## config.mk

```make
export PLATFORM = sky130hd
export DESIGN_NAME = dft_piso_scanout
export DESIGN_NICKNAME = d
export VERILOG_FILES = /design/src/rtl/dft_piso_scanout.sv
export SDC_FILE = /design/constraint.sdc
export NUM_CORES = 1
export LEC_CHECK = 0
export CELL_PAD_IN_SITES_DETAIL_PLACEMENT = 0
export CELL_PAD_IN_SITES_GLOBAL_PLACEMENT = 1
export CORE_MARGIN = 2
export CORE_UTILIZATION = 55
export DETAILED_ROUTE_END_ITERATION = 6
export GPL_TIMING_DRIVEN = 0
export PLACE_DENSITY = 0.83
export SYNTH_ARGS = -nofsm -noshare
export SYNTH_HDL_FRONTEND = slang
export SYNTH_SLANG_ARGS = --single-unit
```

## constraint.sdc

```tcl
create_clock -name clk -period 9.4 [get_ports clk]
set_input_delay 2.82 -clock clk [delete_from_list [all_inputs] [get_ports clk]]
set_output_delay 2.82 -clock clk [all_outputs]
set_load 0.01 [all_outputs]
```

## src/rtl/dft_piso_scanout.sv

```systemverilog
// dft_piso_scanout: scan-load serialiser for the DFT datapath.
// Host words are buffered in a DEPTH-entry FIFO. Each accepted op shifts exactly
// CHAIN_LEN bits onto the scan chain, and then pulses op_commit.
// Build option: define DFT_PISO_MSB_FIRST_EN to shift each word MSB first.
// The default build shifts LSB first.
module dft_piso_scanout #(
    parameter int WORD_W    = 32,
    parameter int DEPTH     = 8,
    parameter int CHAIN_LEN = 256
) (
    input  logic                     clk,
    input  logic                     reset,
    input  logic [WORD_W-1:0]        din,
    input  logic                     din_val,
    output logic                     din_rdy,
    input  logic                     op,
    output logic                     op_ack,
    output logic                     op_commit,
    output logic                     scaning,
    output logic                     sc_sen,
    output logic                     dft_sout,
    output logic [$clog2(DEPTH):0]   count
);

    localparam int PTR_W = $clog2(DEPTH);
    localparam int CNT_W = PTR_W + 1;
    localparam int REM_W = $clog2(WORD_W) + 1;
    localparam int TOT_W = $clog2(CHAIN_LEN) + 1;

    localparam logic [1:0] ST_IDLE  = 2'd0;
    localparam logic [1:0] ST_LOAD  = 2'd1;
    localparam logic [1:0] ST_SHIFT = 2'd2;
    localparam logic [1:0] ST_DONE  = 2'd3;

    logic [WORD_W-1:0] mem [DEPTH];
    logic [PTR_W-1:0]  wr_ptr;
    logic [PTR_W-1:0]  rd_ptr;
    logic [1:0]        state;
    logic [WORD_W-1:0] shreg;
    logic [WORD_W-1:0] shreg_next;
    logic [REM_W-1:0]  rem;
    logic [TOT_W-1:0]  tot;
    logic              out_bit;
    logic              fifo_empty;
    logic              push;
    logic              pop;

    // din_rdy comes from the registered count.
    // A pop while the FIFO is full does not open a slot until the next cycle.
    assign fifo_empty = (count == '0);
    assign din_rdy    = (count != CNT_W'(DEPTH));
    assign push       = din_val && din_rdy;

`ifdef DFT_PISO_MSB_FIRST_EN
    assign shreg_next = {shreg[WORD_W-2:0], 1'b0};
    assign out_bit    = shreg[WORD_W-1];
`else
    assign shreg_next = {1'b0, shreg[WORD_W-1:1]};
    assign out_bit    = shreg[0];
`endif

    // Pop request: the first word in LOAD, or a seamless reload when a word runs out mid-op.
    always_comb begin
        // NOTE: default assignment first so no path through the case can infer a latch.
        pop = 1'b0;
        case (state)
            ST_LOAD:  pop = !fifo_empty;
            ST_SHIFT: pop = (tot != TOT_W'(1)) && (rem == REM_W'(1)) && !fifo_empty;
            default:  pop = 1'b0;
        endcase
    end

    // FIFO pointers and occupancy; pointers wrap naturally because DEPTH is a power of 2.
    always_ff @(posedge clk) begin
        // NOTE: sequential state uses non-blocking assignments so every register samples pre-edge values.
        if (reset) begin
            wr_ptr <= '0;
            rd_ptr <= '0;
            count  <= '0;
        end else begin
            if (push) wr_ptr <= wr_ptr + 1'b1;
            if (pop)  rd_ptr <= rd_ptr + 1'b1;
            case ({push, pop})
                2'b10:   count <= count + 1'b1;
                2'b01:   count <= count - 1'b1;
                default: count <= count;
            endcase
        end
    end

    // FIFO storage write port.
    always_ff @(posedge clk) begin
        // NOTE: storage is not reset; a flush only clears pointers and count, and stale words are never read.
        if (push) mem[wr_ptr] <= din;
    end

    // Op sequencing: accept, load the first word, shift CHAIN_LEN bits with reloads, then commit.
    always_ff @(posedge clk) begin
        if (reset) begin
            state  <= ST_IDLE;
            shreg  <= '0;
            rem    <= '0;
            tot    <= '0;
            op_ack <= 1'b0;
        end else begin
            op_ack <= 1'b0;
            case (state)
                ST_IDLE: begin
                    if (op) begin
                        state  <= ST_LOAD;
                        tot    <= TOT_W'(CHAIN_LEN);
                        op_ack <= 1'b1;
                    end
                end
                ST_LOAD: begin
                    if (pop) begin
                        shreg <= mem[rd_ptr];
                        rem   <= REM_W'(WORD_W);
                        state <= ST_SHIFT;
                    end
                end
                ST_SHIFT: begin
                    tot   <= tot - 1'b1;
                    shreg <= shreg_next;
                    rem   <= rem - 1'b1;
                    if (tot == TOT_W'(1)) begin
                        state <= ST_DONE;
                    end else if (rem == REM_W'(1)) begin
                        if (pop) begin
                            shreg <= mem[rd_ptr];
                            rem   <= REM_W'(WORD_W);
                        end else begin
                            state <= ST_LOAD;
                        end
                    end
                end
                ST_DONE: begin
                    state <= ST_IDLE;
                end
                default: begin
                    state <= ST_IDLE;
                end
            endcase
        end
    end

    // Status and scan outputs decode the registered state only.
    assign op_commit = (state == ST_DONE);
    assign scaning   = (state == ST_LOAD) || (state == ST_SHIFT);
    assign sc_sen    = (state == ST_SHIFT);
    assign dft_sout  = sc_sen & out_bit;

endmodule

```

# Word level (Yosys, flattened, before mapping)
# Memory sizes are Yosys's and may differ from the RTL's. A register that Yosys moved wholly into a read port is not among the register bits.
# Index checks and enable logic that the tools add are counted.
# word_totals
mem_count	1
wordCells	69
output_inout_bits	10
regBits	60
inputBits	36
ram_bits	256
# classes
muxes	25
addsub	6
n_reduce_logical	14
bitwise	2
eq_ne	13
# memory_table
name	depth	word_bits	read_ports	rd_ports_with_merged_regs	wr	line_no	rtl
mem	8	32	1	1	1	35	logic [WORD_W-1:0] mem [DEPTH];
# ops
op	count
$mux 32	4
$pmux 32 s2	1
$mux 6	4
$pmux 9 s2	1
$pmux 6 s2	1
$mux 2	5
$eq 9x1->1 const B	1
$mux 9	1
$ne 9x1->1 const B	1
$sub 9x1->9 const B	1
$pmux 2 s4	1
$pmux 4 s2	1
$add 3x1->3 const B	2
$eq 2x2->1 const B	3
$eq 6x1->1 const B	1
$mux 3	2
$reduce_bool 2->1	3
$sub 6x1->6 const B	1
$add 4x1->4 const B	1
$eq 2x1->1 const B	2
$logic_not 4->1	1
$ne 2x2->1 const B	2
$ne 4x4->1 const B	1
$reduce_and 2->1	2
13 further kinds	17

# Depth between registers and ports, before layout
# Gate-level depths: netlist (run 1).
# depth
word_depth	8
ltp_mapped	14

# Worst setup path after synthesis (run 1)
# OpenSTA, ideal clock, no wires.
# synth_timing
path_type	input to register
start	input din_val
end	memory mem[0][0] (enable)
arrival_time_ns	5.453
path_slack_ns	3.486
path_buffers	0
cell_stages	3
path_cell_list	nand2_1 -> or2_2 -> nor3_1
# synth_between
elab_chain_cells	3
# synth_rtl
item	line_no	rtl
start: declaration	14	input logic din_val,
$logic_and 1x1->1	52	assign push = din_val && din_rdy;
$mux 1	94	if (push) mem[wr_ptr] <= din;
$mux 1 (implied by the code)	94	
end: declaration	35	
# Every way passes these cells.

# Worst setup path in the final report (run 1)
# layout_timing
start	register state[0]
end	output dft_sout
# layout_between
elab_chain_cells	2
# layout_rtl
item	line_no	rtl
start: declaration	38	logic [1:0] state;
start signal: assignment	100	state <= ST_IDLE;
start signal: assignment	110	state <= ST_LOAD;
start signal: assignment	119	state <= ST_SHIFT;
$eq 2x2->1	150	assign sc_sen = (state == ST_SHIFT);
$and 1x1->1	151	assign dft_sout = sc_sen & out_bit;
end: declaration	21	output logic dft_sout,
# Every way passes these cells.

==> results.ini, run 1 <==
[floorplan]
std_cell_rows = 55
fp.dieArea_um2 = 24400
floorplan.core_area_um2 = 22600
initial_standard_cell_utilization_of_the_core = 0.562
floorplan.die.height_um = 156
die_width_um = 156
io-pin-count = 46

[clocking]
htree_num_levels = 2
clockBufferDepth = 3
clkSinkCount = 319
post_cts.repair.setup_buffers = 0
postCtsHoldBufs = 0
clk_pin_slew_ns = 0.06
worstSkewPairLatency_ns = 0.50
cts-buffers-inserted = 34
clk_root_buffer_cell = clkbuf_16
tritoncts = done
cts_repair_resize_count = 0

[sta]
setup_violations = 0
timing_hold_violations_final = 0
worst-slew-pin-transition_ns = 0.974
rsz0062_at_grt = no
fin_tns_setup_ns = 0
layout_worst_path_cycle_share = 0.529
slew_headroom = 0.347
final_period_minus_worst_setup_slack_ns = 4.98
fin_skew_ns = 0.0134
maxSlewViolCount = 0
fmax_mhz = 201

[worst_setup_path]
worst-r2r-cell-count = 14
end_kind = output port
path_max_fanout = 9
cp.required_ns = 6.58
critPathKind = flop to output port
critPathArrivalTime_ns = 2.16
worstSetupStartpointType = flop

[logic_synthesis]
synth_fa_ha_area_frac = 0.0128
synth_enable_flop_cells = 256
syn-instance-count = 746
ys_top_cells_by_area = edfxtp_1 60%, mux4_2 11%, dfxtp_1 9.9%, mux2i_1 2.8%, o311ai_0 1.9%
synth_xor_xnor_area_share = 0.00826
syn-cell-area_um2 = 12700
synth_seq_cells = 319
yosys_most_used_dff = edfxtp_1
syn_avg_cell_area_um2 = 17.0
synth.area.mux_share = 0.142
synth-compound-area-share = 0.0443
synth-async-reset-ratio = 0
syn_nets = 795
synth_top_area_share = 0.604
synth_largest_area_cell = edfxtp_1
yosysWarningCount = 0
synth_top_family_by_area = multiplexers
yosys.cell_types.count = 51
synth-simple-area-share = 0.0723
synth-seq-area-share = 0.704

[layout]
finish.net_count = 890
antennaDiodeCount = 0
leading_cell_type_in_the_layout_fill_and_taps_excluded = edfxtp_1
area_taken_by_multi_input_logic_gates_um2 = 3610
area_taken_by_flip_flops_and_latches_um2 = 8950
fin_cells = 1151
area_delta_synth_final_pct = 17.3
final_cell_mix = 256 x edfxtp_1, 64 x mux4_2, 63 x dfxtp_1
drive_gt1_frac = 0.181
n_fill_cell = 1509
final_cell_area_um2 = 14900
layout.core_utilization = 0.659

[detailed_routing]
wl_per_cell_um = 23.0
detailedRoute.firstIterationViolations = 533
wl_um = 26400
detail_route.drc_violations = 0
total_number_of_vias = 7049
drt_pre_antenna_iters = 4
detail-route-antenna-nets = 0
vias_per_cell = 6.12

[power]
total_power_mw = 3.57
powerDensity_nw_per_um2 = 239
leakagePower_nw = 4.71
max-vdd-ir-drop_mv = 0.134

[placed_design]
port-buffer-count = 45
globalplace.congestion = 0.795
post_dp_cell_area_um2 = 13800
placed_cells = 1090
dp_hpwl_um = 16700

[grt]
use_met1 = 0.312
largest_net_degree_at_the_start_of_global_routing = 20
globalRouteMet3Util = 0.0386
grt_antenna_before_repair = 0
grt_pass1_wl_um = 40800
gr-max-usage-layer = met2
use_met2 = 0.369
global_route.overflow_total = 0
first_global_vias = 7237
grt_util_all_layers = 0.225

[hold_path]
min_delay_worst_type = flop to flop
holdPathStages = 1

[status]
run_status = finished, final reports clean

[job]
drv.max_cap_violation_count = 0

cell usage after synthesis (all sizes together), types with 2 or more instances:
library cell and instances:
a211oi 4, a21o 2, a21oi 13, a22oi 2, a31oi 2, buf 12
clkbuf 31, dfxtp 63, edfxtp 256, ha 13, inv 10, mux2i 36
mux4 64, nand2 43, nand2b 8, nand3 36, nand3b 2, nor2 38
nor2b 30, nor3 8, nor4 2, nor4b 2, nor4bb 2, o21a 3
o21ai 4, o311ai 32, or3 2, xnor2 4, xor2 8
sequential cells by signal (all words and copies together), names as in the netlist, named ones only:
name / flops
tot: 9
wr_ptr: 3
op_ack: 1
state: 2
rem: 6
shreg: 32
mem: 256
count: 4
rd_ptr: 3
critical path, cell delays in order (launching register included):
cell	delay, ns
dfxtp_1	0.35
inv_1	0.10
ha_1	0.17
clkbuf_1	0.32
and2_1	0.19
clkdlybuf4s50_1	0.53
final timing paths:
| path | start | end | slack [ns] |
|---|---|---|---|
| max | state[0] | dft_sout | 4.42 |
| min | rem[5] | rem[5] | 0.48 |
| max reg2reg | state[0] | count[2] | 5.78 |
| min reg2reg | rem[5] | rem[5] | 0.48 |
logic make-up after synthesis:
group	count (synthesis)
AOI/OAI and AO/OA	70
xor gates and xnor gates	12
adders and majority gates	13
buffers and inverters	53
DFF	319
muxes	100
and+or+nand+nor	179
where the power goes:
group	internal, mW	switching (mW)
Combinational	0.229	0.347
Clock	0.786	0.516
Sequential	1.63	0.0537
Total	2.65	0.917
metrics by stage:
stage,worst slack (ns),hold WS [ns]
final,4.42,0.483
after global routing,4.28,0.525
after CTS,4.39,0.485
after detailed placement,3.99,0.472
after global placement,0.379,0.465
after floorplan,3.49,0.453
metal layers:
metal,wire [um],share of wire
met5,0,0
met1,11300,0.43
met3,1530,0.058
met4,566,0.021
met2,13000,0.49
final cells by class:
class | instances | share of cell area
clock inverter | 12 | 0.00553
clock buffer | 49 | 0.0687
inverter | 10 | 0.00252
buffer | 43 | 0.0120
sequential | 319 | 0.600
timing repair buffer | 59 | 0.0460
multi-input combinational | 374 | 0.242
tap | 285 | 0.0239
(Power assumes the default switching activity.)
==> run 2: changes to the inputs <==
Settings changed: CORE_UTILIZATION 55 to 47, PLACE_DENSITY 0.83 to 0.76.
Clock period 9.4 ns to 4.28 ns, I/O delays scaled along.
==> results.ini, run 2 (synthesis results as in run 1) <==
[status]
run_status = finished, final reports clean

[grt]
grt_antenna_before_repair = 1
global_route.overflow_total = 0
largest_net_degree_at_the_start_of_global_routing = 25
grt_util_all_layers = 0.189
first_global_vias = 7094
grt_pass1_wl_um = 40400

[clocking]
worstSkewPairLatency_ns = 0.53
clk_root_buffer_cell = clkbuf_16
post_cts.repair.setup_buffers = 0
cts-buffers-inserted = 34
htree_num_levels = 2
clkSinkCount = 319
clockBufferDepth = 3
postCtsHoldBufs = 0
clk_pin_slew_ns = 0.06
cts_repair_resize_count = 0
tritoncts = done

[worst_setup_path]
end_kind = flop
cpMostUsedCell = inv_1
cp.buffers_inverters = 4
worst-r2r-setup-slack_ns = 0.52
cp_cell_sequence = inv_1 -> ha_1 -> clkbuf_1 -> inv_1 -> a2111oi_0 -> o21ai_0 -> inv_1 -> ha_1 -> nor4bb_1 -> a21oi_1 -> o21a_1 -> o21a_1 -> o21ba_2
setup.worst_path.start = state[0]
worst-r2r-cell-count = 13
max_stage_delay_ns = 0.62
cp_slowest_cell = a2111oi_0
cp.required_ns = 4.69
critPathKind = flop to flop
worst_r2r_startpoint = state[0]
worstSetupStartpointType = flop
crit_cells = 13
cpLargestDelayFamily = compound AO/OA/AOI/OAI gates
critPathArrivalTime_ns = 4.17
path_max_fanout = 9

[placed_design]
globalplace.congestion = 0.753
dp_hpwl_um = 16600
port-buffer-count = 45
post_dp_cell_area_um2 = 13900

[layout]
layout_top_registers = mem x256, shreg x32, tot x9
finish.net_count = 887
largest_register_by_flop_count = mem
n_fill_cell = 2049
layout.core_utilization = 0.562
area_taken_by_flip_flops_and_latches_um2 = 8950
final_cell_area_um2 = 15000
area_delta_synth_final_pct = 18.0
leading_cell_type_in_the_layout_fill_and_taps_excluded = edfxtp_1
area_taken_by_multi_input_logic_gates_um2 = 3610
final_cell_mix = 256 x edfxtp_1, 64 x mux4_2, 63 x dfxtp_1
drive_gt1_frac = 0.176
number_of_flip_flops_under_the_largest_register_name = 256

[job]
drv.max_cap_violation_count = 0

[sta]
layout_worst_path_cycle_share = 0.878
worst-slew-pin-transition_ns = 1.03
rsz0062_at_grt = no
final_period_minus_worst_setup_slack_ns = 3.76
slew_headroom = 0.311
fin_skew_ns = 0.0252
timing_hold_violations_final = 0
maxSlewViolCount = 0
setup_violations = 0
fmax_mhz = 266

[hold_path]
holdPathStages = 1
min_delay_worst_type = flop to flop
min_delay_startpoint = rem[5]

[detailed_routing]
drt_pre_antenna_iters = 4
detail_route.drc_violations = 0
total_number_of_vias = 6825
detailedRoute.firstIterationViolations = 481
vias_per_cell = 5.66
detail-route-antenna-nets = 0
wl_um = 26000
wl_per_cell_um = 21.5

[floorplan]
floorplan.core_area_um2 = 26700
die_width_um = 168
fp.dieArea_um2 = 28400
initial_standard_cell_utilization_of_the_core = 0.476
io-pin-count = 46
std_cell_rows = 60
floorplan.die.height_um = 168

[power]
max-vdd-ir-drop_mv = 0.381
powerDensity_nw_per_um2 = 529
leakagePower_nw = 4.70

-- run 2: cell types whose count changed in the layout (fill, tap and decap cells not counted), sizes merged --
cell / delta
buf: -3
diode: +1
clkbuf: -6
clkinvlp: +1
inv: +1
bufinv: +4
-- run 2: area by class of cell --
class | instances | area share
multi-input combinational | 374 | 0.241
timing repair buffer | 56 | 0.0439
inverter | 10 | 0.00250
antenna | 1 | 0.000167
clock buffer | 43 | 0.0610
sequential | 319 | 0.596
clock inverter | 18 | 0.0153
tap | 341 | 0.0284
buffer | 43 | 0.0119
-- run 2: per-layer routing --
layer  vias to the layer above  routed length [um]  global-route usage
li1                       3127                   -                   -
met1                      3453               10600               0.240
met2                       188               13100               0.330
met3                        57                1480              0.0341
met4                         0                 738              0.0663
met5                         -                   0                   0
-- run 2: worst register-to-register path: cells and delay by family, from the launching register on --
kind            cells  cell delay [ns]
simple gates        1             0.48
compound gates      6             1.60
flops               1             0.35
fa+ha+maj           2             0.44
buf+inv             4             0.82
-- run 2: path summary, 6_finish.rpt --
path	end
max	count[3]
min	rem[5]
max reg2reg	count[3]
min reg2reg	rem[5]
-- run 2: power by group --
| group | total (mW) | switching [mW] | leakage (nW) | internal [mW] |
|---|---|---|---|---|
| sequential | 3.71 | 0.119 | 2.84 | 3.59 |
| combinational | 1.26 | 0.760 | 1.31 | 0.504 |
| clock | 2.97 | 1.14 | 0.557 | 1.83 |
| total | 7.94 | 2.02 | 4.70 | 5.92 |
-- run 2: per-stage QoR --
step	hold WS [ns]	cells	setup WS (ns)	TNS (ns)	power (mW)
after floorplan	0.453	746	0.195	0	4.61
after global placement	0.463	1132	-2.92	-356.28	4.95
after detailed placement	0.469	1143	0.617	0	5.03
after CTS	0.482	1204	0.596	0	8.01
after global routing	0.516	1204	0.319	0	8.29
final	0.484	1205	0.521	0	7.94
==> run 3: changes to the inputs <==
Settings changed: SLEW_MARGIN from default to 20.
==> results.ini, run 3 (synthesis results as in run 1) <==
[status]
run_status = finished, final reports clean

[sta]
setup_violations = 0
worst-slew-pin-transition_ns = 0.966
slew_headroom = 0.356
final_period_minus_worst_setup_slack_ns = 3.61
maxSlewViolCount = 0
timing_hold_violations_final = 0
layout_worst_path_cycle_share = 0.843
fin_tns_setup_ns = 0
rsz0062_at_grt = no
fmax_mhz = 277
final.hold.worst_slack_ns = 0.480
fin_skew_ns = 0.0212

[detailed_routing]
wl_um = 26500
wl_per_cell_um = 21.8
detail-route-antenna-nets = 0
vias_per_cell = 5.79
drt_pre_antenna_iters = 5
total_number_of_vias = 7014
detailedRoute.firstIterationViolations = 423
detail_route.drc_violations = 0

[clocking]
clk_pin_slew_ns = 0.06
cts-buffers-inserted = 35
clockBufferDepth = 3
htree_num_levels = 2
post_cts.repair.setup_buffers = 0
cts_repair_resize_count = 0
postCtsHoldBufs = 0
clkSinkCount = 319
worstSkewPairLatency_ns = 0.52
clk_root_buffer_cell = clkbuf_16
tritoncts = done

[grt]
first_global_vias = 7217
grt_antenna_before_repair = 1
largest_net_degree_at_the_start_of_global_routing = 21
global_route.overflow_total = 0
grt_pass1_wl_um = 40900
grt_util_all_layers = 0.191

[worst_setup_path]
critPathKind = flop to flop
cpLargestDelayFamily = compound AO/OA/AOI/OAI gates
path_max_fanout = 9
end_kind = flop
max_stage_delay_ns = 0.61
cp.buffers_inverters = 4
cpMostUsedCell = inv_1
cp_cell_sequence = inv_1 -> ha_1 -> clkbuf_1 -> inv_1 -> a2111oi_0 -> o21ai_0 -> inv_1 -> ha_1 -> nor4bb_1 -> a21oi_1 -> o21a_1 -> o21a_1 -> o21ba_2
cp_slowest_cell = a2111oi_0
critPathArrivalTime_ns = 4.01
worstSetupStartpointType = flop
worst-r2r-setup-slack_ns = 0.67
cp.required_ns = 4.68

[layout]
layout_top_registers = mem x256, shreg x32, tot x9
antennaDiodeCount = 0
largest_register_by_flop_count = mem
final_cell_area_um2 = 15100
area_delta_synth_final_pct = 18.8
final_cell_mix = 256 x edfxtp_1, 64 x mux4_2, 63 x dfxtp_1
drive_gt1_frac = 0.185
leading_cell_type_in_the_layout_fill_and_taps_excluded = edfxtp_1
layout.core_utilization = 0.565
finish.net_count = 893
number_of_flip_flops_under_the_largest_register_name = 256

[floorplan]
initial_standard_cell_utilization_of_the_core = 0.476
die_width_um = 168
fp.dieArea_um2 = 28400
floorplan.core_area_um2 = 26700
std_cell_rows = 60
floorplan.die.height_um = 168
io-pin-count = 46

[power]
powerDensity_nw_per_um2 = 525
leakagePower_nw = 4.75
max-vdd-ir-drop_mv = 0.406

[placed_design]
post_dp_cell_area_um2 = 14000
dp_hpwl_um = 17200
port-buffer-count = 45
globalplace.congestion = 0.753

[hold_path]
min_delay_worst_type = flop to flop

[job]
drv.max_cap_violation_count = 0

[run 3: cell count changes in the layout (fill, tap and decap cells not counted), sizes merged]
cell	before	now
clkinvlp	1	3
clkbuf	74	78
clkinv	10	8
buf	23	28
diode	1	0
bufinv	5	3
[run 3: final timing paths]
kind	startpoint	to	cells after the start
hold / removal	rem[5]	rem[5]	1
hold reg to reg	rem[5]	rem[5]	1
setup / recovery	state[0]	count[3]	13
setup reg to reg	state[0]	count[3]	13
[run 3: per-layer routing]
layer,share of wire,GRT usage,wire [um],vias up
li1,-,-,-,3159
met2,0.50,0.327,13300,191
met4,0.030,0.0716,788,0
met5,0,0,0,-
met1,0.42,0.244,11000,3607
met3,0.050,0.0353,1330,57
[run 3: metrics by stage]
stage | worst slack (ns) | cells | total power [mW]
after detailed placement | 0.667 | 1148 | 5.03
after CTS | 0.646 | 1211 | 8.00
after global placement | -2.92 | 1132 | 4.95
final | 0.672 | 1211 | 7.93
after global routing | 0.286 | 1211 | 8.27
after floorplan | 0.195 | 746 | 4.61
[run 3: power breakdown]
group | internal, mW | switching (mW)
combinational | 0.499 | 0.761
clock | 1.80 | 1.16
sequential | 3.59 | 0.118
[run 3: layout make-up]
type / instances / area, um^2
fillers: 2082 / 11600
flip-flops and latches: 319 / 8950
multi-input cells: 374 / 3610
clock buffers: 47 / 982
repair buffers: 61 / 747
well taps: 341 / 427
clock inverters: 16 / 179
plain buffers: 43 / 179
inverters: 10 / 37.5
[run 3: worst reg2reg max path, delay by kind of cell (launching register included)]
family / cells / cell delay (ns)
flip-flops: 1 / 0.35
buffers and inverters: 4 / 0.80
adder cells (fa/ha/maj): 2 / 0.43
AND/OR/NAND/NOR: 1 / 0.38
AO/OA/AOI/OAI: 6 / 1.55
